**config.mk**
```make
export PLATFORM = sky130hd
export DESIGN_NAME = llr_frame_loader
export DESIGN_NICKNAME = d
export VERILOG_FILES = /design/src/rtl/llr_pkg.sv /design/src/rtl/llr_quantizer.sv /design/src/rtl/llr_frame_loader.sv
export SDC_FILE = /design/constraint.sdc
export NUM_CORES = 2
export LEC_CHECK = 0
export BUFFER_PORTS_ARGS = -buffer_cell sky130_fd_sc_hd__buf_4
export CAP_MARGIN = 10
export CORE_UTILIZATION = 45
export CTS_BUF_LIST = sky130_fd_sc_hd__clkbuf_16
export CTS_CLUSTER_DIAMETER = 100
export DETAILED_ROUTE_END_ITERATION = 8
export SKIP_CTS_REPAIR_TIMING = 1
export SYNTH_ARGS = -nofsm -noshare
export SYNTH_HDL_FRONTEND = slang
export SYNTH_SLANG_ARGS = --single-unit
```
**constraint.sdc**
```tcl
create_clock -name clk -period 4.4 [get_ports clk]
set_input_delay 0.22 -clock clk [delete_from_list [all_inputs] [get_ports clk]]
set_output_delay 0.22 -clock clk [all_outputs]
set_load 0.02 [all_outputs]
```
**src/rtl/llr_pkg.sv**
```systemverilog
// Shared types and helpers for the LLR input stage of the min-sum decoder.
package llr_pkg;

  typedef enum logic [1:0] {
    FILL = 2'd0,
    FULL = 2'd1,
    DROP = 2'd2
  } llr_state_e;

  // Largest magnitude a WIDTH-bit LLR may take; the most negative code stays unused.
  function automatic int llr_max_q(input int width);
    return (1 << (width - 1)) - 1;
  endfunction

  function automatic int llr_lsb(input int idx, input int width);
    return idx * width;
  endfunction

endpackage

```
**src/rtl/llr_quantizer.sv**
```systemverilog
// Channel LLR quantizer: arithmetic right shift, then symmetric saturation to WIDTH bits.
module llr_quantizer
  import llr_pkg::*;
#(
  parameter int IN_WIDTH  = 12,
  parameter int WIDTH     = 8,
  parameter int FRAC_DROP = 2
) (
  input  logic signed [IN_WIDTH-1:0] in_llr,
  output logic signed [WIDTH-1:0]    q_llr,
  output logic                       clip
);

  localparam int MAX_Q = llr_max_q(WIDTH);
  localparam logic signed [IN_WIDTH-1:0] MAX_I = IN_WIDTH'(MAX_Q);
  localparam logic signed [IN_WIDTH-1:0] MIN_I = -MAX_I;
  localparam logic signed [WIDTH-1:0]    MAX_O = WIDTH'(MAX_Q);
  localparam logic signed [WIDTH-1:0]    MIN_O = -MAX_O;

  logic signed [IN_WIDTH-1:0] shifted;

  assign shifted = in_llr >>> FRAC_DROP;

  always_comb begin
    q_llr = shifted[WIDTH-1:0];
    clip  = 1'b0;
    if (shifted > MAX_I) begin
      q_llr = MAX_O;
      clip  = 1'b1;
    end else if (shifted < MIN_I) begin
      q_llr = MIN_O;
      clip  = 1'b1;
    end
  end

endmodule

```
**src/rtl/llr_frame_loader.sv**
```systemverilog
// Double-buffered frame loader: quantizes streamed LLRs into a shadow frame and hands
// complete frames to the decoder. Optional LLR_SAT_COUNT_EN adds a clipped-beat counter.
module llr_frame_loader
  import llr_pkg::*;
#(
  parameter int WIDTH     = 8,
  parameter int N_V       = 44,
  parameter int IN_WIDTH  = 12,
  parameter int FRAC_DROP = 2
) (
  input  logic                       clk,
  input  logic                       rst,
  input  logic                       in_valid,
  input  logic signed [IN_WIDTH-1:0] in_llr,
  input  logic                       in_last,
  output logic                       in_ready,
  input  logic                       data_ack,
  output logic [WIDTH*N_V-1:0]       all_llrs,
  output logic                       data_ready,
  output logic                       frame_err
`ifdef LLR_SAT_COUNT_EN
  ,
  output logic [15:0]                sat_count
`endif
);

  localparam int CNT_W = (N_V > 1) ? $clog2(N_V) : 1;
  localparam logic [CNT_W-1:0] LAST_IDX = CNT_W'(N_V - 1);

  llr_state_e           state_q, state_d;
  logic [CNT_W-1:0]     cnt_q, cnt_d;
  logic [WIDTH*N_V-1:0] shadow_q, shadow_d;
  logic [WIDTH*N_V-1:0] all_llrs_q, all_llrs_d;
  logic                 data_ready_q, data_ready_d;
  logic                 frame_err_q, frame_err_d;

  logic signed [WIDTH-1:0] q_llr;
  logic                    q_clip;
  logic                    accept;
  logic                    buf_free;
  logic                    xfer;

  llr_quantizer #(
    .IN_WIDTH (IN_WIDTH),
    .WIDTH    (WIDTH),
    .FRAC_DROP(FRAC_DROP)
  ) u_quant (
    .in_llr(in_llr),
    .q_llr (q_llr),
    .clip  (q_clip)
  );

  assign in_ready = !rst && (state_q != FULL);
  assign accept   = in_valid && in_ready;
  // An acknowledge in the same cycle frees the output buffer for an immediate transfer.
  assign buf_free = !data_ready_q || data_ack;

  always_comb begin
    state_d      = state_q;
    cnt_d        = cnt_q;
    shadow_d     = shadow_q;
    all_llrs_d   = all_llrs_q;
    frame_err_d  = 1'b0;
    xfer         = 1'b0;
    case (state_q)
      FILL: begin
        if (accept) begin
          shadow_d[llr_lsb(int'(cnt_q), WIDTH) +: WIDTH] = q_llr;
          if (cnt_q == LAST_IDX) begin
            cnt_d = '0;
            if (in_last) begin
              if (buf_free) begin
                all_llrs_d = shadow_d;
                xfer       = 1'b1;
              end else begin
                state_d = FULL;
              end
            end else begin
              frame_err_d = 1'b1;
              state_d     = DROP;
            end
          end else if (in_last) begin
            frame_err_d = 1'b1;
            cnt_d       = '0;
          end else begin
            cnt_d = cnt_q + 1'b1;
          end
        end
      end
      FULL: begin
        if (buf_free) begin
          all_llrs_d = shadow_q;
          xfer       = 1'b1;
          state_d    = FILL;
        end
      end
      DROP: begin
        if (accept && in_last) state_d = FILL;
      end
      default: state_d = FILL;
    endcase
    data_ready_d = data_ready_q;
    if (xfer) data_ready_d = 1'b1;
    else if (data_ack) data_ready_d = 1'b0;
  end

  always_ff @(posedge clk) begin
    if (rst) begin
      state_q      <= FILL;
      cnt_q        <= '0;
      shadow_q     <= '0;
      all_llrs_q   <= '0;
      data_ready_q <= 1'b0;
      frame_err_q  <= 1'b0;
    end else begin
      state_q      <= state_d;
      cnt_q        <= cnt_d;
      shadow_q     <= shadow_d;
      all_llrs_q   <= all_llrs_d;
      data_ready_q <= data_ready_d;
      frame_err_q  <= frame_err_d;
    end
  end

  assign all_llrs   = all_llrs_q;
  assign data_ready = data_ready_q;
  assign frame_err  = frame_err_q;

`ifdef LLR_SAT_COUNT_EN
  logic [15:0] sat_count_q, sat_count_d;

  // Counts every accepted clipped beat, including dropped and erroneous frames.
  always_comb begin
    sat_count_d = sat_count_q;
    if (accept && q_clip && (sat_count_q != 16'hFFFF)) sat_count_d = sat_count_q + 16'd1;
  end

  always_ff @(posedge clk) begin
    if (rst) sat_count_q <= '0;
    else     sat_count_q <= sat_count_d;
  end

  assign sat_count = sat_count_q;
`else
  logic sat_unused;
  assign sat_unused = q_clip;
`endif

endmodule

```
=== After elaboration in Yosys (flattened, before gate mapping) ===
Cells that the tools add are included.

* Register bits after elaboration: 714
* Input bits: 17
* Output and inout bits: 355
* Word-level logic and storage cells: 66

* Add/sub/neg operators: 2
* Order comparisons: 2
* Eq/ne operators: 11
* Shift operators: 2
* Multiplexer cells: 28
* Bitwise logic cells: 2
* Reductions and logical operators: 13

{| class="wikitable"
|+ Operators with widths
! cell !! count
|-
| $mux 352 || 5
|-
| $pmux 352 s2 || 1
|-
| $bwmux 352 || 1
|-
| $shift 8x33->352 const A || 1
|-
| $shiftx 8x33->352 || 1
|-
| $neg 9->33 || 1
|-
| $mux 8 || 2
|-
| $mux 2 || 6
|-
| $mux 6 || 2
|-
| $ne 2x2->1 const B || 6
|-
| $gt 10x8->1 const B || 1
|-
| $lt 10x8->1 const B || 1
|-
| $mux 1 || 9
|-
| $add 6x1->6 const B || 1
|-
| $eq 6x6->1 const B || 1
|-
| $pmux 2 s3 || 1
|-
| $reduce_and 6->1 || 1
|-
| $reduce_and 5->1 || 1
|-
| $reduce_bool 2->1 || 2
|-
| $logic_and 1x1->1 || 3
|-
| $ne 3x3->1 const B || 1
|-
| $reduce_or 3->1 || 1
|-
| $eq 2x1->1 const B || 1
|-
| $eq 2x2->1 const B || 1
|-
| other kinds (7) || 9
|}

=== Longest topological paths before layout ===
* Depth after elaboration: 10
* Gate-level depth with buffers: 15
* Mapped depth without buffers: 9

=== Hierarchy ===
From an unflattened synthesis, not the netlist that was laid out.

* Cells, all modules: 3601
* Area total of the unflattened synthesis: 30535.5 µm²

{| class="wikitable"
|+ By module, submodules not included
! module !! times used !! cells an instance !! area each (µm²) !! seq. area each (µm²)
|-
| llr_frame_loader || 1 || 3566 || 30350.4 || 14293.7
|-
| llr_quantizer || 1 || 35 || 185.2 || 0.0
|}

=== Worst setup path before layout ===
No wires, ideal clock.

* Kind: register -> register
* Start: register cnt_q[0]
* End: register shadow_q[217]
* Setup time: 0.128 ns
* Arrival time: 3.385 ns
* Data required time: 4.272 ns
* Slack: 0.888 ns
* Stages on the path, launching flop included: 13
* Path buffers: 5
* Clock period less this slack: 3.512 ns
* Cells stage by stage: dfxtp_1 -> buf_2 -> inv_1 -> clkbuf_1 -> clkbuf_1 -> ha_1 -> nor3b_2 -> mux2_2 -> buf_4 -> buf_2 -> nor3_2 -> mux2i_1 -> nor2_1

* Longest elaborated chain between the ends: 3
* Elaborated cells on any way between the ends: 4
* Classes of those cells: add/sub (1); shift (2); mux (1)

{| class="wikitable"
|+ RTL lines
! what !! RTL line !! source
|-
| from (decl) || llr_frame_loader.sv:31 || <nowiki>logic [CNT_W-1:0] cnt_q, cnt_d;</nowiki>
|-
| from (signal assigned) || llr_frame_loader.sv:117 || <nowiki>cnt_q <= cnt_d;</nowiki>
|-
| $neg 9->33 (*) || llr_frame_loader.sv:68 || <nowiki>shadow_d[llr_lsb(int'(cnt_q), WIDTH) +: WIDTH] = q_llr;</nowiki>
|-
| $shiftx 8x33->352 / $shift 8x33->352 (equally long branches) || llr_frame_loader.sv:68 ||
|-
| $bwmux 352 (*) || llr_frame_loader.sv:68 ||
|-
| to (signal assigned) || llr_frame_loader.sv:118 || <nowiki>shadow_q <= shadow_d;</nowiki>
|-
| to (decl) || llr_frame_loader.sv:32 || <nowiki>logic [WIDTH*N_V-1:0] shadow_q, shadow_d;</nowiki>
|}

Mark *: on every way between the ends. The rest lies on a longest branch, timed or not.
A chain may end at the register's enable or synchronous reset.

=== Worst setup path in the final report ===
* Start: register cnt_q[1]
* End: register shadow_q[224]

Same word-level chain as after synthesis.

==> flow_summary.ini <==
[timing]
grt_setup_unrepaired = false
minimum_clock_period_after_layout_ns = 3.66
clock_skew_ns = 0.0196
timing.slew.headroom_pct = 18.5
final-setup-viol-count = 0
final-hold-violation-count = 0
max_slew.worst_pin.slew_ns = 1.22
drv_slew = 0
fin_crit_sh_pct = 83.2
timing.setup.tns_ns = 0
fmaxAchievable_ghz = 0.273

[routing]
totalWireLength_mm = 104
viasPerCell = 5.80
antenna_left = 0
first_pass_iters = 6
drt_iter0_drc = 2488
via_count = 26520
detail_route.drc_violations = 0
detail_route.wl_per_cell_um = 22.7

[finish]
finalNonFillerCells = 4569
most_frequent_cells_in_the_layout = dfxtp_1 (714), buf_4 (543), nor2_1 (437), nand2_1 (398), a21oi_1 (353)
final_nets = 3694
area_delta_synth_final_pct = 23.4
layout.cells.most_common = dfxtp_1
final_core_utilization_pct = 56.7
drive_above_1_share_pct = 19.7

[global_routing]
grt.total_usage_pct = 31.2
overflow = 0
grt_antenna_before_repair = 2
grt_start_max_net_pins = 132
first_pass_grt_wire_length_mm = 153
grt_pass1_vias = 24753

[setup_path]
critPathLaunchType = flop
arrival_time_of_data_at_the_critical_path_endpoint_ns = 4.20
worst_ep_required_time_ns = 4.94
worst-setup-path-type = reg -> reg
worstPathMaxFanout = 17
timing.critical_path.to_type = flop

[worst_hold_path]
min-delay-path-class = in -> reg

[synth]
asyncSetResetFlopFracSynth_pct = 0
netlist.area_leader.share_pct = 50.1
synth_area_leader_cell = dfxtp_1
synth_fp_nets = 3308
postSynthRegisterBits = 714
area_contributors_post_synth = dfxtp_1 (50%), mux2i_1 (8.8%), a21oi_1 (6.2%)
synthesis.instances = 3288
synth_area_per_cell_um2 = 8.68
seq_area_frac_synth_pct = 50.1
most_used_flip_flop_cell_after_synthesis = dfxtp_1
yosysUniqueCellTypes = 81
post_synth_edffs = 0
ys.warnings.count = 0
synthesis.area_mm2 = 0.0285

[die]
initial_core_util_pct = 45.9
core_region_area_mm2 = 0.0622
rows = 91
design.portCount = 372
fp.dieArea_mm2 = 0.0645
die-height_um = 254
die-width_um = 254

[place]
numPortBuffers = 369
total_placed_cells_including_tap_cells = 4431
gp_congestion = 0.956
dp_hpwl_mm = 71.9

[pwr]
power.density_mw_per_mm2 = 371
comb_power_share_pct = 3.2
power.ir.vdd_worst_mv = 0.260
cell_internal_pwr_w = 0.0101
p_seq_share_pct = 49.5
power_frac_clock_pct = 47.3
cellLeakagePower_nw = 14.0
power.switching_w = 0.00299
power.share.switching_pct = 22.8
power.total_w = 0.0131

[clocking]
tritoncts.num_buffers = 75
cts-root-buf = clkbuf_16
cts_tree = done
clock_insertion_delay_worst_skew_ns = 0.62
clock_sinks = 714
cts.path.max_buffers = 3
htreeDepth = 3
worst_setup_hold_path_clk_slew_ns = 0.06

[flow_run]
max_cap_viol_count = 0

[status]
outcome = finished clean
==> cells in the mapped netlist (all sizes together) (26+ instances only) <==
cell type / count
a21oi: 356
a22o: 30
buf: 55
clkbuf: 188
dfxtp: 714
mux2i: 252
nand2: 399
nand3: 116
nand4: 26
nor2: 442
nor3: 153
nor4: 37
o211ai: 32
o21ai: 205
o31ai: 38
==> flip-flops by register name (all words and copies together), names as in the netlist <==
| signal | cells |
|---|---|
| cnt_q | 6 |
| all_llrs | 352 |
| shadow_q | 352 |
| frame_err | 1 |
| data_ready | 1 |
| state_q | 2 |
==> worst paths after layout <==
kind	start	end	slack, ns	cells past startpoint
worst max-delay path	cnt_q[1]$_SDFFE_PP0P_	shadow_q[224]$_SDFFE_PP0P_	0.74	8
worst min-delay path	data_ack	state_q[0]$_SDFFE_PP0P_	0.13	5
worst max register to register	cnt_q[1]$_SDFFE_PP0P_	shadow_q[224]$_SDFFE_PP0P_	0.74	8
worst min register to register	all_llrs[4]$_SDFFE_PP0P_	all_llrs[4]$_SDFFE_PP0P_	0.45	2
==> logic make-up after synthesis <==
logic type               synth area share [%]
AO/OA/AOI/OAI                            16.2
buffers and inverters                    3.69
multiplexers                             9.03
flip-flops                               50.1
adder cells (fa/ha/maj)                 0.132
XOR/XNOR                                0.390
AND/OR/NAND/NOR                          20.5
==> worst max-delay path, stage by stage (launching register included) <==
cell and delay, ns:
dfxtp_1 0.32, buf_4 0.19, inv_1 0.07, ha_1 0.60, nor3b_2 0.58, mux2_2 0.54, or4_1 0.84, nand3b_1 0.27
a21oi_1 0.15
==> per-layer routing <==
layer,share of wire [%],up-vias,GRT usage [%],routed length (µm)
li1,-,12344,-,-
met1,45,12883,43.5,46300
met2,44,1114,47.5,46100
met3,8.1,177,6.59,8410
met4,3.0,2,11.0,3080
met5,0.014,-,0,15
==> layout make-up <==
class / count / area (µm²)
antenna: 2 / 5.00
clock buffer: 77 / 1930
clock inverter: 56 / 422
fill: 5674 / 26900
inverter: 18 / 67.6
multi-input combinational: 2313 / 13200
sequential: 714 / 14300
tap: 837 / 1050
timing repair buffer: 552 / 4220
==> power by group through the flow <==
stage / clock network, W / logic, W / registers [W]
finish: 0.00618 / 0.000422 / 0.00647
global route: 0.00654 / 0.000438 / 0.00647
CTS: 0.00625 / 0.000406 / 0.00647
detailed placement: 0 / 0.000405 / 0.00662
global placement: 0 / 0.000399 / 0.00661
floorplan: 0 / 0.000244 / 0.00662
==> per-stage QoR <==
step | worst slack (ns) | area [µm²] | hold WS, ns
floorplan | 0.888 | 28500 | 0.368
global placement | 0.925 | 32800 | 0.437
finish | 0.740 | 35200 | 0.129
CTS | 0.802 | 35200 | -0.0498
detailed placement | 0.820 | 32800 | 0.444
global route | 0.461 | 35200 | 0.113
Note: power is estimated with default switching activity, not from simulation.
